## src/rtl/brush_stamper.sv

```systemverilog
// Paint-RAM write stage: stamps a clipped square brush per command, one pixel per clock on port 0.
// Optional full-screen clear sweep is built only when PAINT_CLEAR_EN is defined.
module brush_stamper #(
    parameter int                    H_RES       = 640,
    parameter int                    V_RES       = 480,
    parameter int                    X_WIDTH     = 10,
    parameter int                    Y_WIDTH     = 9,
    parameter int                    ADDR_WIDTH  = 19,
    parameter int                    DATA_WIDTH  = 4,
    parameter int                    BRUSH_R     = 2,
    parameter logic [DATA_WIDTH-1:0] CLEAR_COLOR = '0
) (
    input  logic                  clk,
    input  logic                  reset_n,
    input  logic                  cmd_valid,
    output logic                  cmd_ready,
    input  logic [X_WIDTH-1:0]    cmd_x,
    input  logic [Y_WIDTH-1:0]    cmd_y,
    input  logic [DATA_WIDTH-1:0] cmd_color,
    input  logic                  clear_req,
    output logic [ADDR_WIDTH-1:0] ram_addr,
    output logic [DATA_WIDTH-1:0] ram_wdata,
    output logic                  ram_cs,
    output logic                  ram_we,
    output logic                  ram_oe,
    output logic                  busy,
    output logic                  done
);
    localparam int CW = ((X_WIDTH > Y_WIDTH) ? X_WIDTH : Y_WIDTH) + 1;
    localparam logic signed [CW-1:0]   R_S    = CW'(BRUSH_R);
    localparam logic signed [CW-1:0]   X_MAX  = CW'(H_RES - 1);
    localparam logic signed [CW-1:0]   Y_MAX  = CW'(V_RES - 1);
    localparam logic [ADDR_WIDTH-1:0]  H_STEP = ADDR_WIDTH'(H_RES);

    typedef enum logic [1:0] {
        IDLE   = 2'd0,
        STAMP  = 2'd1,
        FINISH = 2'd2
`ifdef PAINT_CLEAR_EN
        , CLEAR = 2'd3
`endif
    } state_t;

    // Saturate a signed coordinate into [0, hi].
    function automatic logic signed [CW-1:0] sat(input logic signed [CW-1:0] v,
                                                 input logic signed [CW-1:0] hi);
        if (v[CW-1])     return '0;
        else if (v > hi) return hi;
        else             return v;
    endfunction

    state_t                  state_q;
    logic [X_WIDTH-1:0]      col_q, c0_q, c1_q;
    logic [Y_WIDTH-1:0]      row_q, r1_q;
    logic [ADDR_WIDTH-1:0]   base_q, addr_q;
    logic [DATA_WIDTH-1:0]   color_q, wdata_q;
    logic                    cmd_ready_q, cs_q, busy_q, done_q;

    logic signed [CW-1:0]    xs, ys;
    logic [X_WIDTH-1:0]      c0_d, c1_d;
    logic [Y_WIDTH-1:0]      r0_d, r1_d;
    logic [ADDR_WIDTH-1:0]   base_d, first_d;
    logic                    oor_d, accept;

    assign xs      = signed'(CW'(cmd_x));
    assign ys      = signed'(CW'(cmd_y));
    assign c0_d    = X_WIDTH'(sat(xs - R_S, X_MAX));
    assign c1_d    = X_WIDTH'(sat(xs + R_S, X_MAX));
    assign r0_d    = Y_WIDTH'(sat(ys - R_S, Y_MAX));
    assign r1_d    = Y_WIDTH'(sat(ys + R_S, Y_MAX));
    // The only multiply happens once per command, never inside the pixel loop.
    assign base_d  = ADDR_WIDTH'(r0_d) * H_STEP;
    assign first_d = base_d + ADDR_WIDTH'(c0_d);
    assign oor_d   = (cmd_x >= X_WIDTH'(H_RES)) || (cmd_y >= Y_WIDTH'(V_RES));
    assign accept  = cmd_valid && cmd_ready_q;

`ifdef PAINT_CLEAR_EN
    localparam logic [ADDR_WIDTH-1:0] LAST_PIX = ADDR_WIDTH'(H_RES * V_RES - 1);
    logic pend_q;
`else
    logic unused_clear_cfg;
    assign unused_clear_cfg = clear_req ^ (|CLEAR_COLOR);
`endif

    always_ff @(posedge clk or negedge reset_n) begin
        if (!reset_n) begin
            state_q     <= IDLE;
            cmd_ready_q <= 1'b1;
            addr_q      <= '0;
            wdata_q     <= '0;
            cs_q        <= 1'b0;
            busy_q      <= 1'b0;
            done_q      <= 1'b0;
`ifdef PAINT_CLEAR_EN
            pend_q      <= 1'b0;
`endif
        end else begin
            done_q <= 1'b0;
            case (state_q)
                IDLE: begin
`ifdef PAINT_CLEAR_EN
                    if (pend_q) begin
                        state_q     <= CLEAR;
                        pend_q      <= 1'b0;
                        cmd_ready_q <= 1'b0;
                        busy_q      <= 1'b1;
                        cs_q        <= 1'b1;
                        addr_q      <= '0;
                        wdata_q     <= CLEAR_COLOR;
                    end else
`endif
                    if (accept) begin
                        cmd_ready_q <= 1'b0;
                        busy_q      <= 1'b1;
                        color_q     <= cmd_color;
                        if (oor_d) begin
                            state_q <= FINISH;
                            done_q  <= 1'b1;
                        end else begin
                            state_q <= STAMP;
                            c0_q    <= c0_d;
                            c1_q    <= c1_d;
                            r1_q    <= r1_d;
                            col_q   <= c0_d;
                            row_q   <= r0_d;
                            base_q  <= base_d;
                            addr_q  <= first_d;
                            wdata_q <= cmd_color;
                            cs_q    <= 1'b1;
                        end
                    end
`ifdef PAINT_CLEAR_EN
                    else begin
                        cmd_ready_q <= !clear_req;
                    end
`endif
                end
                STAMP: begin
                    if (col_q == c1_q) begin
                        if (row_q == r1_q) begin
                            state_q <= FINISH;
                            cs_q    <= 1'b0;
                            addr_q  <= '0;
                            wdata_q <= '0;
                            done_q  <= 1'b1;
                        end else begin
                            row_q  <= row_q + 1'b1;
                            col_q  <= c0_q;
                            base_q <= base_q + H_STEP;
                            addr_q <= base_q + H_STEP + ADDR_WIDTH'(c0_q);
                        end
                    end else begin
                        col_q  <= col_q + 1'b1;
                        addr_q <= addr_q + 1'b1;
                    end
                end
                FINISH: begin
                    state_q <= IDLE;
                    busy_q  <= 1'b0;
`ifdef PAINT_CLEAR_EN
                    cmd_ready_q <= !(pend_q || clear_req);
`else
                    cmd_ready_q <= 1'b1;
`endif
                end
`ifdef PAINT_CLEAR_EN
                CLEAR: begin
                    if (addr_q == LAST_PIX) begin
                        state_q <= FINISH;
                        cs_q    <= 1'b0;
                        addr_q  <= '0;
                        wdata_q <= '0;
                        done_q  <= 1'b1;
                    end else begin
                        addr_q <= addr_q + 1'b1;
                    end
                end
`endif
                default: begin
                    state_q     <= IDLE;
                    cmd_ready_q <= 1'b1;
                    cs_q        <= 1'b0;
                    busy_q      <= 1'b0;
                end
            endcase
`ifdef PAINT_CLEAR_EN
            // Requests during a sweep are dropped; one already pending and being serviced is not re-armed.
            if (clear_req && (state_q != CLEAR) && !((state_q == IDLE) && pend_q))
                pend_q <= 1'b1;
`endif
        end
    end

    assign cmd_ready = cmd_ready_q;
    assign ram_addr  = addr_q;
    assign ram_wdata = wdata_q;
    assign ram_cs    = cs_q;
    assign ram_we    = cs_q;
    assign ram_oe    = 1'b0;
    assign busy      = busy_q;
    assign done      = done_q;

endmodule

```

## config.mk

```make
export PLATFORM = sky130hd
export DESIGN_NAME = brush_stamper
export DESIGN_NICKNAME = d
export VERILOG_FILES = /design/src/rtl/brush_stamper.sv
export SDC_FILE = /design/constraint.sdc
export NUM_CORES = 1
export LEC_CHECK = 0
export ABC_AREA = 1
export BUFFER_PORTS_ARGS = -buffer_cell sky130_fd_sc_hd__clkbuf_2
export CAP_MARGIN = 20
export CORE_MARGIN = 5
export CORE_UTILIZATION = 45
export DETAILED_ROUTE_END_ITERATION = 12
export SLEW_MARGIN = 0
export SYNTH_ARGS = -nofsm -noshare
export SYNTH_HDL_FRONTEND = slang
export SYNTH_SLANG_ARGS = --single-unit
```

## constraint.sdc

```tcl
create_clock -name clk -period 10 [get_ports clk]
set_input_delay 1 -clock clk [delete_from_list [all_inputs] [get_ports clk]]
set_output_delay 1 -clock clk [all_outputs]
set_load 0.02 [all_outputs]
```

* Word level (Yosys, flattened, before mapping)
Index checks and enable logic that the tools add are counted.
** Storage, ports and cells
- Input port bits :: 27
- Logic and storage cells :: 109
- Output and inout port bits :: 29
- Register bits :: 96
** Cells by class
- Add/sub/neg operators :: 10
- Magnitude comparators :: 6
- Multiply operators :: 1
- Mux-type cells :: 50
- Equality and inequality tests :: 10
- Bitwise logic cells :: 3
- Reduce and logical (&&, ||, !) cells :: 14
** Operator list (count)
- two-way mux 19 bit :: 8
- case mux 19 bit (2 select lines) :: 2
- two-way mux 10 bit :: 7
- two-way mux 9 bit :: 7
- adder 19 x 10 -> 19 bit :: 2
- > comparator 11 bit, second input constant :: 2
- case mux 10 bit (2 select lines) :: 1
- adder 19 x 1 -> 19 bit, second input constant :: 1
- adder 19 x 10 -> 19 bit, second input constant :: 1
- case mux 9 bit (2 select lines) :: 1
- two-way mux 4 bit :: 4
- AND reduction 5 bit :: 3
- multiplier 9 x 3 -> 12 bit, second input constant :: 1
- adder 10 x 2 -> 11 bit, second input constant :: 1
- subtractor 10 x 2 -> 11 bit, second input constant :: 1
- adder 10 x 1 -> 10 bit, second input constant :: 1
- adder 9 x 2 -> 10 bit, second input constant :: 1
- == test 10 bit :: 1
- >= comparator 10 bit, second input constant :: 1
- > comparator 10 bit, second input constant :: 1
- > comparator 10 x 9 -> 1 bit, second input constant :: 1
- two-way mux 1 bit :: 10
- != test 2 bit, second input constant :: 5
- subtractor 9 x 2 -> 10 bit, second input constant :: 1
- other kinds (21) :: 30

* Depth between registers and ports, before layout
Gate-level depths: netlist (run 1).
- Depth in word-level cells :: 9
- Depth in mapped cells :: 27

* Worst setup path before layout (run 1)
No wires, ideal clock.
- Path type :: input -> register
- Start :: input cmd_y[1]
- End :: register addr_q[17], in the netlist ram_addr[17]
- Arrival :: 4150 ps
- Path buffers :: 0
- Path slack :: 5732 ps
- Cell stages on the path :: 25
- Setup time :: 117 ps
- Cell sequence :: inv_1 > ha_1 > nand4_1 > nor2_1 > nand2_1 > inv_1 > nor2_1 > nand3_1 > nand2_1 > nand2_1 > inv_1 > ha_1 > ha_1 > fa_1 > nand3_1 > nand2_1 > a21boi_0 > xor2_1 > inv_1 > nor2_1 > nand2_1 > nand3_1 > nand2_1 > nor2_1 > nor2_1
** Between the ends
- Cells in the longest elaborated chain, start to end :: 9
- Elaborated cells between the ends (all ways) :: 13
** Ends and longest elaborated chain
- start: declaration :: RTL line 18 : input logic [Y_WIDTH-1:0] cmd_y,
- subtractor 9 x 2 -> 10 bit :: RTL line 69 : assign r0_d = Y_WIDTH'(sat(ys - R_S, Y_MAX));
- > comparator 10 bit :: RTL line 48 : else if (v > hi) return hi;
- two-way mux 9 bit :: RTL line 48
- two-way mux 9 bit :: RTL line 47 : if (v[CW-1]) return '0;
- multiplier 9 x 3 -> 12 bit :: RTL line 72 : assign base_d = ADDR_WIDTH'(r0_d) * H_STEP;
- adder 19 x 10 -> 19 bit :: RTL line 73 : assign first_d = base_d + ADDR_WIDTH'(c0_d);
- two-way mux 19 bit :: RTL line 116 : if (oor_d) begin
- two-way mux 19 bit :: RTL line 112 : if (accept) begin
- case mux 19 bit (2 select lines) :: RTL line 99 : case (state_q)
- end signal: assignment :: RTL line 127 : addr_q <= first_d;
- end signal: assignment :: RTL line 150 : addr_q <= base_q + H_STEP + ADDR_WIDTH'(c0_q);
- end signal: assignment :: RTL line 154 : addr_q <= addr_q + 1'b1;
- end: declaration :: RTL line 55 : logic [ADDR_WIDTH-1:0] base_q, addr_q;
Parallel ways exist; a longest one is shown, timed or not. The select of a mux whose other input is x is not followed.
A chain may end at the register's enable or synchronous reset.

* Final worst setup path (run 1)
Same ends and word-level chain as after synthesis.

==> summary.md, run 1 <==
| Metric | Value |
|---|---|
| Startpoint types | input port |
| First-pass GRT wire length | 26,900 um |
| Post-layout power | 1.79 mW |
| Layout cells sized above 1 | 0.113 |
| Resized cells post-CTS | 0 |
| Worst Path Buf+Inv | 4 |
| Final Max Slew Viols | 0 |
| Initial antenna violation count | 0 |
| # port buffers | 53 |
| Initial core utilization | 0.460 |
| Placed Cells | 1,096 |
| Finish-stage setup viols | 0 |
| Critical path cell sequence | clkbuf_2, inv_1, ha_1, nand4_1, nor2_1, nand2_1, inv_1, nor2_1, nand3_1, a31oi_1, ha_1, ha_1, fa_1, nand3_1, nand2_1, a21boi_0, xor2_1, inv_1, nor2_1, nand2_1, nand3_1, nand2_1, nor2_1, nor2_1 |
| Static leakage | 3.42 nW |
| Post-synth EDFFs | 60 |
| WL/cell | 14.4 um |
| Total wire length | 16,000 um |
| Setup TNS | 0 ns |
| Core area | 0.0146 mm^2 |
| Max rail drop VDD | 0.103 mV |
| Pre-CTS WS | 4.91 ns |
| Status | finished clean |
| Via density | 5.10 |
| GPL Wtd Cong | 0.855 |
| Hpwl dp | 12,200 um |
| Max-Slew Margin vs Limit | 0.410 |
| PnR worst setup slack | 5.27 ns |
| CTS root buf | clkbuf_16 |
| Main flop type after synthesis | edfxtp_1 |
| FF-to-FF Start | state_q[0] |
| Vias in the first global route | 5,268 |
| Crit Path Category | input port to flop |
| Max Freq | 0.212 GHz |
| Hold WC Path Type | flop to flop |
| Avg Inst Size Synth | 7.68 um^2 |
| Post-layout util | 0.509 |
| CP max stage cell | fa_1 |
| Hold slack | 0.483 ns |
| CP endpoint kind | flop |
| Hold buffers post-CTS | 0 |
| #FFs+latches synth | 89 |
| CTS sink count | 89 |
| Site row count | 44 |
| Ys async rst share | 0.326 |
| Yosys warns | 0 |
| Final critical-path required period | 4.73 ns |
| Worst EP arrival | 4.97 ns |
| Gr ovfl total | 0 |
| DR iter-0 viols | 396 |
| ANT nets after route | 0 |
| Unrepaired setup endpoints after global routing | false |
| Post-synth cell types | 48 |
| Max cap viols | 0 |
| Die X | 132 um |
| Worst endpoint required time | 10.25 ns |
| I/O pin cnt | 56 |
| Syn_nets | 934 |
| Critical path origin | cmd_y[1] |
| Antenna cells | 0 |
| Clk Latency, worst-skew pair | 0.36 ns |
| Maximum fanout along the worst path | 7 |
| Tightest Pin Transition | 0.884 ns |
| Final Cell Area | 0.00742 mm^2 |
| Clock Tree Buf Depth | 2 |
| Setup Buffers After CTS | 0 |
| Finished Layout Cells | 1,112 |
| Syn Inst Count | 874 |
| Syn Std Cell Area | 0.00671 mm^2 |
| Total track usage | 0.189 |
| Sequential area share after synthesis | 0.377 |
| Fin crit share | 0.473 |
| CTS tree | yes |
| DRC viols | 0 |
| DRT Pass-1 Iters | 5 |
| CP most frequent cell | nor2_1 |
| Area Overhead vs Synth | 10.6% |
| Vias | 5,670 |
| Die area | 0.0175 mm^2 |
| Hold Fails Final Rpt | 0 |
| Crit path largest cell delay | 0.42 ns |
| Clk pin slew, worst setup/hold paths | 0.07 ns |
| Pwr per Cell Area | 242 mW/mm^2 |
| Top delay family on crit path | simple AND/OR/NAND/NOR gates |
| Final Skew | 0.0113 ns |
| Inserted Clock Buffers | 9 |
| Worst Hold Launch | busy |
| # H-tree levels | 3 |
| Nets | 983 |
| Die Y | 132 um |
| Dpl cell area | 0.00712 mm^2 |
| Largest net degree at the start of global routing | 47 |
where the power goes:
group          internal (mW)  total [mW]  switching [mW]
clock                  0.196       0.351           0.154
sequential             0.526       0.634           0.108
combinational          0.275       0.808           0.533
logic make-up (layout without fill, tap and decap cells):
kind of cell               count (synthesis)  count (layout)  share of synthesized area
DFF                                       89              89                      0.377
other                                      1               1                   0.000559
adders and majority gates                 33              33                     0.0649
buffers and inverters                    135             189                     0.0841
and+or+nand+nor                          422             422                      0.280
AOI/OAI and AO/OA                        127             127                      0.106
xor gates and xnor gates                  67              67                     0.0875
cell type report:
type,count,area [um^2]
sequential,89,2530
inverter,116,438
fill,1455,7170
clock inverter,7,78.8
multi-input combinational,650,3630
clock buffer,9,225
timing repair buffer,57,295
tap,184,230
metal layers:
layer	GRT usage	routed length [um]	vias to the layer above
li1	-	-	2986
met1	0.268	7940	2575
met5	0	0	-
met2	0.295	7210	93
met4	0.0623	301	0
met3	0.0294	591	16
Yosys cell counts (4+ instances only):
library cell | instances | area [um^2]
xor2_1 | 44 | 385
nand4_1 | 17 | 106
or2_2 | 9 | 56.3
ha_1 | 30 | 375
inv_1 | 111 | 417
dfrtp_1 | 28 | 701
inv_2 | 4 | 15.0
a21oi_1 | 39 | 195
xnor2_1 | 23 | 201
nand3_1 | 74 | 370
buf_4 | 6 | 45.0
clkbuf_1 | 7 | 26.3
o21ai_0 | 58 | 290
nor3_1 | 14 | 70.1
nand2_1 | 197 | 739
buf_6 | 4 | 45.0
nand3b_1 | 4 | 30.0
nor2_1 | 90 | 338
o211ai_1 | 9 | 67.6
edfxtp_1 | 60 | 1800
worst paths after layout:
kind                                      to  slack, ns  cells after the start
worst max-delay path            ram_addr[17]       5.27                     24
worst min-delay path                    busy       0.48                      2
worst max register to register      row_q[6]       6.88                      8
worst min register to register          busy       0.48                      2
max in group asynchronous         state_q[1]       8.78                      1
min in group asynchronous       ram_addr[13]       0.72                      1
layout by cell type (no fill, tap or decap), types with 9 or more instances in the layout:
cell type,count
nand4_1,17
o211ai_1,9
o21ai_0,58
nor2_1,88
a21oi_1,39
xor2_1,44
xnor2_1,23
nor3_1,14
nand3_1,74
edfxtp_1,60
clkbuf_16,9
ha_1,30
nand2_1,197
inv_1,111
or2_2,9
clkbuf_2,53
dfrtp_1,28
tightest hold or removal path, delay by kind of cell (launching register included):
kind,cells,cell delay (ns)
flip-flops,1,0.34
AND/OR/NAND/NOR,2,0.11
flip-flops by register name, indices dropped and copies added, names as in the netlist:
register   cells
cmd_ready      1
ram_cs         1
busy           1
c0_q          10
c1_q          10
ram_addr      19
col_q         10
row_q          9
base_q        12
ram_wdata      4
done           1
r1_q           9
state_q        2
(Power assumes the default switching activity.)
==> inputs of run 2 (changes only) <==
--- a/config.mk
+++ b/config.mk
@@ -11,6 +11,7 @@
 export CORE_MARGIN = 5
 export CORE_UTILIZATION = 45
 export DETAILED_ROUTE_END_ITERATION = 12
+export PLACE_DENSITY = 0.65
 export SLEW_MARGIN = 0
 export SYNTH_ARGS = -nofsm -noshare
 export SYNTH_HDL_FRONTEND = slang
==> constraint.sdc (replaced) <==
create_clock -name clk -period 4.2 [get_ports clk]
set_input_delay 0.42 -clock clk [delete_from_list [all_inputs] [get_ports clk]]
set_output_delay 0.42 -clock clk [all_outputs]
set_load 0.02 [all_outputs]
==> summary.md, run 2 (synthesized netlist as in run 1, its figures left out) <==
| Metric | Value |
|---|---|
| Status | finished clean |
| Setup TNS | 0 ns |
| GPL Wtd Cong | 0.899 |
| Most frequent cells in the layout | nand2_1 (197), inv_1 (111), nor2_1 (88) |
| Worst endpoint required time | 4.49 ns |
| Crit Path Category | input port to flop |
| Cell-internal power | 2.45 mW |
| Total wire length | 16,400 um |
| Initial core utilization | 0.460 |
| Gr ovfl total | 0 |
| Final Cell Area | 0.00751 mm^2 |
| Nets | 991 |
| Net Sw Frac | 0.440 |
| Fillers | 1,403 |
| Maximum fanout along the worst path | 4 |
| Setup Buffers After CTS | 0 |
| Unrepaired setup endpoints after global routing | false |
| Hold buffers post-CTS | 0 |
| Max rail drop VDD | 0.245 mV |
| Hpwl dp | 12,400 um |
| Critical path cell sequence | clkbuf_2, inv_1, ha_1, nand4_1, nor2_1, nand2_1, inv_1, nor2_1, nand3_1, a31oi_1, ha_1, ha_1, fa_1, nand3_1, nand2_1, a21boi_0, xor2_1, buf_4, nand3_1, nand2_1, nand2_1, nand2_1, nand2_1, nand2_1 |
| CTS root buf | clkbuf_16 |
| Met3 usage | 0.0210 |
| Largest net degree at the start of global routing | 47 |
| Pwr per Cell Area | 584 mW/mm^2 |
| Vias | 5,921 |
| Register area | 0.00253 mm^2 |
| Met1 usage | 0.264 |
| Vias in the first global route | 5,612 |
| Layout cells sized above 1 | 0.122 |
| Hold Fails Final Rpt | 0 |
| DRC viols | 0 |
| Final Skew | 0.00800 ns |
| Dpl cell area | 0.00718 mm^2 |
| Resized cells post-CTS | 0 |
| Hold slack | 0.130 ns |
| Power share of the sequential group | 0.347 |
| ANT nets after route | 0 |
| Clock power share | 0.208 |
| Commonest non-fill, non-tap cell in the layout | nand2_1 |
| NetSw | 1.93 mW |
| Max Freq | 0.262 GHz |
| Worst EP arrival | 4.11 ns |
| Tightest Pin Transition | 0.780 ns |
| # H-tree levels | 3 |
| Clock Tree Buf Depth | 2 |
| Via density | 5.29 |
| DR iter-0 viols | 432 |
| Initial antenna violation count | 0 |
| Core area | 0.0146 mm^2 |
| Fin crit share | 0.907 |
| Die area | 0.0175 mm^2 |
| Final critical-path required period | 3.81 ns |
| Finish-stage setup viols | 0 |
| Clk Latency, worst-skew pair | 0.35 ns |
| Inserted Clock Buffers | 9 |
| Max cap viols | 0 |
| Max-Slew Margin vs Limit | 0.480 |
| CTS sink count | 89 |
| CP max stage cell | fa_1 |
| CP endpoint kind | flop |
| Die Y | 132 um |
| # port buffers | 53 |
| Crit path largest cell delay | 0.41 ns |
| Multi-input logic area | 0.00363 mm^2 |
| Clk pin slew, worst setup/hold paths | 0.07 ns |
| WL/cell | 14.6 um |
| Reg2reg path depth | 16 |
| CTS tree | yes |
| CP most frequent cell | nand2_1 |
| Max reg flops | 19 |
| First-pass GRT wire length | 27,300 um |
| Met2 Usage GRT | 0.308 |
| Total track usage | 0.190 |
| Gate power share | 0.445 |
| GR peak layer | met2 |
| Antenna cells | 0 |
| DRT Pass-1 Iters | 5 |
| Hold WC Path Type | input port to asynchronous set/reset pin |
| Static leakage | 3.47 nW |
| Die X | 132 um |
| Site row count | 44 |
| I/O pin cnt | 56 |
| Startpoint types | input port |
| Final Max Slew Viols | 0 |
| Area Overhead vs Synth | 12.0% |
## run 2: cell types whose count changed in the layout (fill, tap and decap cells not counted), sizes merged
cell    previous run  this run
inv              118       119
buf                4        12
clkinv             3         1
bufinv             1         2
## run 2: final timing paths
path	end	start	slack (ns)
worst max register to register	ram_addr[15]	base_q[7]	1.43
worst max-delay path	ram_addr[18]	cmd_y[1]	0.39
worst min register to register	busy	busy	0.49
worst min-delay path	ram_addr[13]	reset_n	0.13
min in group clk	ram_wdata[1]	cmd_color[1]	0.27
max in group asynchronous	ram_addr[14]	reset_n	3.57
## run 2: power groups by stage
stage	registers (mW)	logic, mW	clock network (mW)
6_report	1.52	1.95	0.910
5_1_grt	1.56	2.19	0.960
4_1_cts	1.52	1.95	0.931
3_5_place_dp	1.53	1.94	0
3_3_place_gp	1.53	1.91	0
2_1_floorplan	1.61	1.31	0
## run 2: final cells by class
class | count | area share
clock buffers | 9 | 0.0300
clock inverters | 7 | 0.0143
inverters | 116 | 0.0583
multi-input cells | 650 | 0.483
flip-flops and latches | 89 | 0.337
well taps | 184 | 0.0307
repair buffers | 65 | 0.0473
## run 2: critical path, delay by kind of cell
family / cells / cell delay, ns
xor+xnor: 1 / 0.35
fa+ha+maj: 4 / 1.18
buf+inv: 4 / 0.39
compound gates: 2 / 0.56
simple gates: 13 / 1.20
## run 2: layer usage
| metal | wire, um | share of wire |
|---|---|---|
| met4 | 235 | 0.014 |
| met1 | 7820 | 0.48 |
| met5 | 0 | 0 |
| met3 | 804 | 0.049 |
| met2 | 7490 | 0.46 |
## run 2: metrics by stage
stage | setup slack, ns | utilization | std cells | power, mW
6_report | 0.389 | 0.515 | 1120 | 4.38
5_1_grt | 0.00173 | 0.515 | 1120 | 4.71
4_1_cts | 0.438 | 0.515 | 1120 | 4.40
3_5_place_dp | 0.0626 | 0.492 | 1104 | 3.48
3_3_place_gp | 0.103 | 0.492 | 1104 | 3.44
2_1_floorplan | 0.512 | - | 874 | 2.92
==> inputs of run 3 (changes only) <==
--- a/config.mk
+++ b/config.mk
@@ -5,13 +5,13 @@
 export SDC_FILE = /design/constraint.sdc
 export NUM_CORES = 1
 export LEC_CHECK = 0
-export ABC_AREA = 1
 export BUFFER_PORTS_ARGS = -buffer_cell sky130_fd_sc_hd__clkbuf_2
 export CAP_MARGIN = 20
 export CORE_MARGIN = 5
 export CORE_UTILIZATION = 45
 export DETAILED_ROUTE_END_ITERATION = 12
 export PLACE_DENSITY = 0.65
+export RECOVER_POWER = 25
 export SLEW_MARGIN = 0
 export SYNTH_ARGS = -nofsm -noshare
 export SYNTH_HDL_FRONTEND = slang
==> summary.md, run 3 <==
| Metric | Value |
|---|---|
| Most frequent cells in the layout | nand2_1 (81), nor2_1 (67), xnor2_1 (63) |
| Max-Slew Margin vs Limit | -0.149 |
| Syn_nets | 799 |
| Die X | 132 um |
| Sequential area share after synthesis | 0.379 |
| Syn Inst Count | 739 |
| ANT nets after route | 0 |
| Max Freq | 0.261 GHz |
| CP max stage cell | fa_1 |
| Gr ovfl total | 0 |
| Commonest non-fill, non-tap cell in the layout | nand2_1 |
| Yosys top cell area share | 0.270 |
| Post-synth EDFFs | 60 |
| Hold Fails Final Rpt | 0 |
| Worst EP arrival | 4.13 ns |
| Post-synth top area cell | edfxtp_1 |
| First-pass GRT wire length | 28,800 um |
| Inserted Clock Buffers | 9 |
| CTS sink count | 89 |
| Crit path largest cell delay | 0.40 ns |
| Reg2reg path depth | 7 |
| Crit path to | ram_addr[18] |
| Initial antenna violation count | 0 |
| Most frequent cells after synthesis | nand2_1 (81), nor2_1 (67), xnor2_1 (63) |
| Largest net degree at the start of global routing | 37 |
| Clk pin slew, worst setup/hold paths | 0.06 ns |
| Vias | 5,672 |
| R2r endpoint | ram_addr[14] |
| Status | finished with violations |
| Antenna cells | 0 |
| Site row count | 44 |
| Tightest Pin Transition | 1.72 ns |
| Max rail drop VDD | 0.196 mV |
| Max reg flops | 19 |
| Layout cells sized above 1 | 0.123 |
| Setup slack, reg-to-reg | 1.25 ns |
| Ys async rst share | 0.326 |
| Hold buffers post-CTS | 0 |
| CTS root buf | clkbuf_16 |
| Maximum fanout along the worst path | 6 |
| Final critical-path required period | 3.84 ns |
| Hold WC Path Type | input port to flop |
| #FFs+latches synth | 89 |
| # H-tree levels | 3 |
| # port buffers | 53 |
| Max cap viols | 1 |
| Hold slack | 0.295 ns |
| WL/cell | 17.5 um |
| Startpoint types | input port |
| Total wire length | 17,200 um |
| Unrepaired setup endpoints after global routing | false |
| DRC viols | 0 |
| Final Max Slew Viols | 32 |
| Hpwl dp | 12,800 um |
| Pwr per Cell Area | 297 mW/mm^2 |
| Die Y | 132 um |
| Die area | 0.0174 mm^2 |
| GPL Wtd Cong | 0.883 |
| Nets | 849 |
| Critical path origin | cmd_y[2] |
| DR iter-0 viols | 416 |
| Resized cells post-CTS | 0 |
| CP endpoint kind | flop |
| Setup Buffers After CTS | 0 |
| Final Skew | 0.00715 ns |
| Setup TNS | 0 ns |
| Crit Path Category | input port to flop |
| Clk Latency, worst-skew pair | 0.35 ns |
| Top-count cell post-synth | nand2_1 |
| Violated checks | capacitance limit, slew limit |
| Area contributors post-synth | edfxtp_1 (27%), dfrtp_1 (11%), xnor2_1 (8.3%), ha_1 (5.6%), nand2_1 (4.6%) |
| I/O pin cnt | 56 |
| Syn Std Cell Area | 0.00667 mm^2 |
| Critical path cell sequence | clkbuf_2, inv_1, ha_1, nand2_1, xnor2_1, or3_1, a21oi_1, ha_1, ha_1, fa_1, a211oi_1, nor2_1, xor2_1, and3_1, or3b_1, o32ai_1, o22a_1 |
| CTS tree | yes |
| Clock Tree Buf Depth | 2 |
| Main flop type after synthesis | edfxtp_1 |
| Worst endpoint required time | 4.49 ns |
| FF-to-FF Start | row_q[4] |
| Static leakage | 2.97 nW |
| Avg Inst Size Synth | 9.03 um^2 |
| Vias in the first global route | 5,656 |
| Post-synth cell types | 69 |
| Fin crit share | 0.914 |
| Area Overhead vs Synth | 12.4% |
| Via density | 5.80 |
| CP most frequent cell | ha_1 |
| Finish-stage setup viols | 0 |
| Initial core utilization | 0.459 |
| Total track usage | 0.201 |
| Yosys warns | 0 |
| Core area | 0.0145 mm^2 |
| DRT Pass-1 Iters | 5 |
==> run 3: cell types whose count changed after synthesis, moves of 17 or more <==
cell	change
nand3_1	-48
xnor2_1	+40
nand2_1	-116
inv_1	-88
clkbuf_1	+17
nor2_1	-23
==> run 3: cells by family after synthesis <==
| family | after synthesis | synth area share |
|---|---|---|
| AO/OA/AOI/OAI | 174 | 0.173 |
| XOR/XNOR | 93 | 0.122 |
| adder cells (fa/ha/maj) | 33 | 0.0653 |
| buffers and inverters | 64 | 0.0411 |
| flip-flops | 89 | 0.379 |
| multiplexers | 11 | 0.0173 |
| other | 1 | 0.000562 |
| AND/OR/NAND/NOR | 274 | 0.202 |
==> run 3: power by group <==
part / switching, mW / internal, mW / leakage, nW
clock: 0.352 / 0.531 / 0.162
sequential: 0 / 0.950 / 0.906
combinational: 0.230 / 0.163 / 1.90
==> run 3: final cells by class <==
class | instances | area, um^2
Fill cell | 1370 | 7030
Multi-Input combinational cell | 586 | 3890
Sequential cell | 89 | 2530
Timing Repair Buffer | 80 | 443
Clock buffer | 13 | 282
Tap cell | 184 | 230
Inverter | 23 | 86.3
Clock inverter | 3 | 42.5
==> run 3: through the flow <==
stage	std cells	worst slack (ns)	utilization	power, mW	cell area [um^2]
2_1_floorplan	739	0.129	-	1.24	6680
3_3_place_gp	962	0.0743	0.496	1.35	7200
3_5_place_dp	962	0.0166	0.496	1.36	7200
4_1_cts	978	0.393	0.518	2.24	7530
5_1_grt	978	0.0228	0.516	2.33	7500
6_report	978	0.362	0.516	2.23	7500
==> run 3: how the worst min path moves through the flow <==
stage,start,to,slack [ns],cells after the start
after global routing,cmd_color[3],ram_wdata[3],0.29,2
after detailed placement,ram_wdata[0],ram_wdata[0],0.48,1
after CTS,reset_n,done,0.16,1
after global placement,ram_wdata[3],ram_wdata[3],0.49,1
final,cmd_color[2],ram_wdata[2],0.30,2
after floorplan,reset_n,busy,0.12,0
==> run 3: metal layers <==
layer  wire (um)  GRT usage  up-vias
met3         952     0.0317       20
li1            -          -     2767
met4         247     0.0629        0
met1        8140      0.283     2685
met2        7820      0.318      200
met5           0          0        -
==> run 3: worst max-delay path, delay by kind of cell <==
family	cells	cell delay, ns
AND/OR/NAND/NOR	5	1.12
adder cells (fa/ha/maj)	4	1.07
AO/OA/AOI/OAI	4	1.05
XOR/XNOR	2	0.30
buffers and inverters	2	0.16
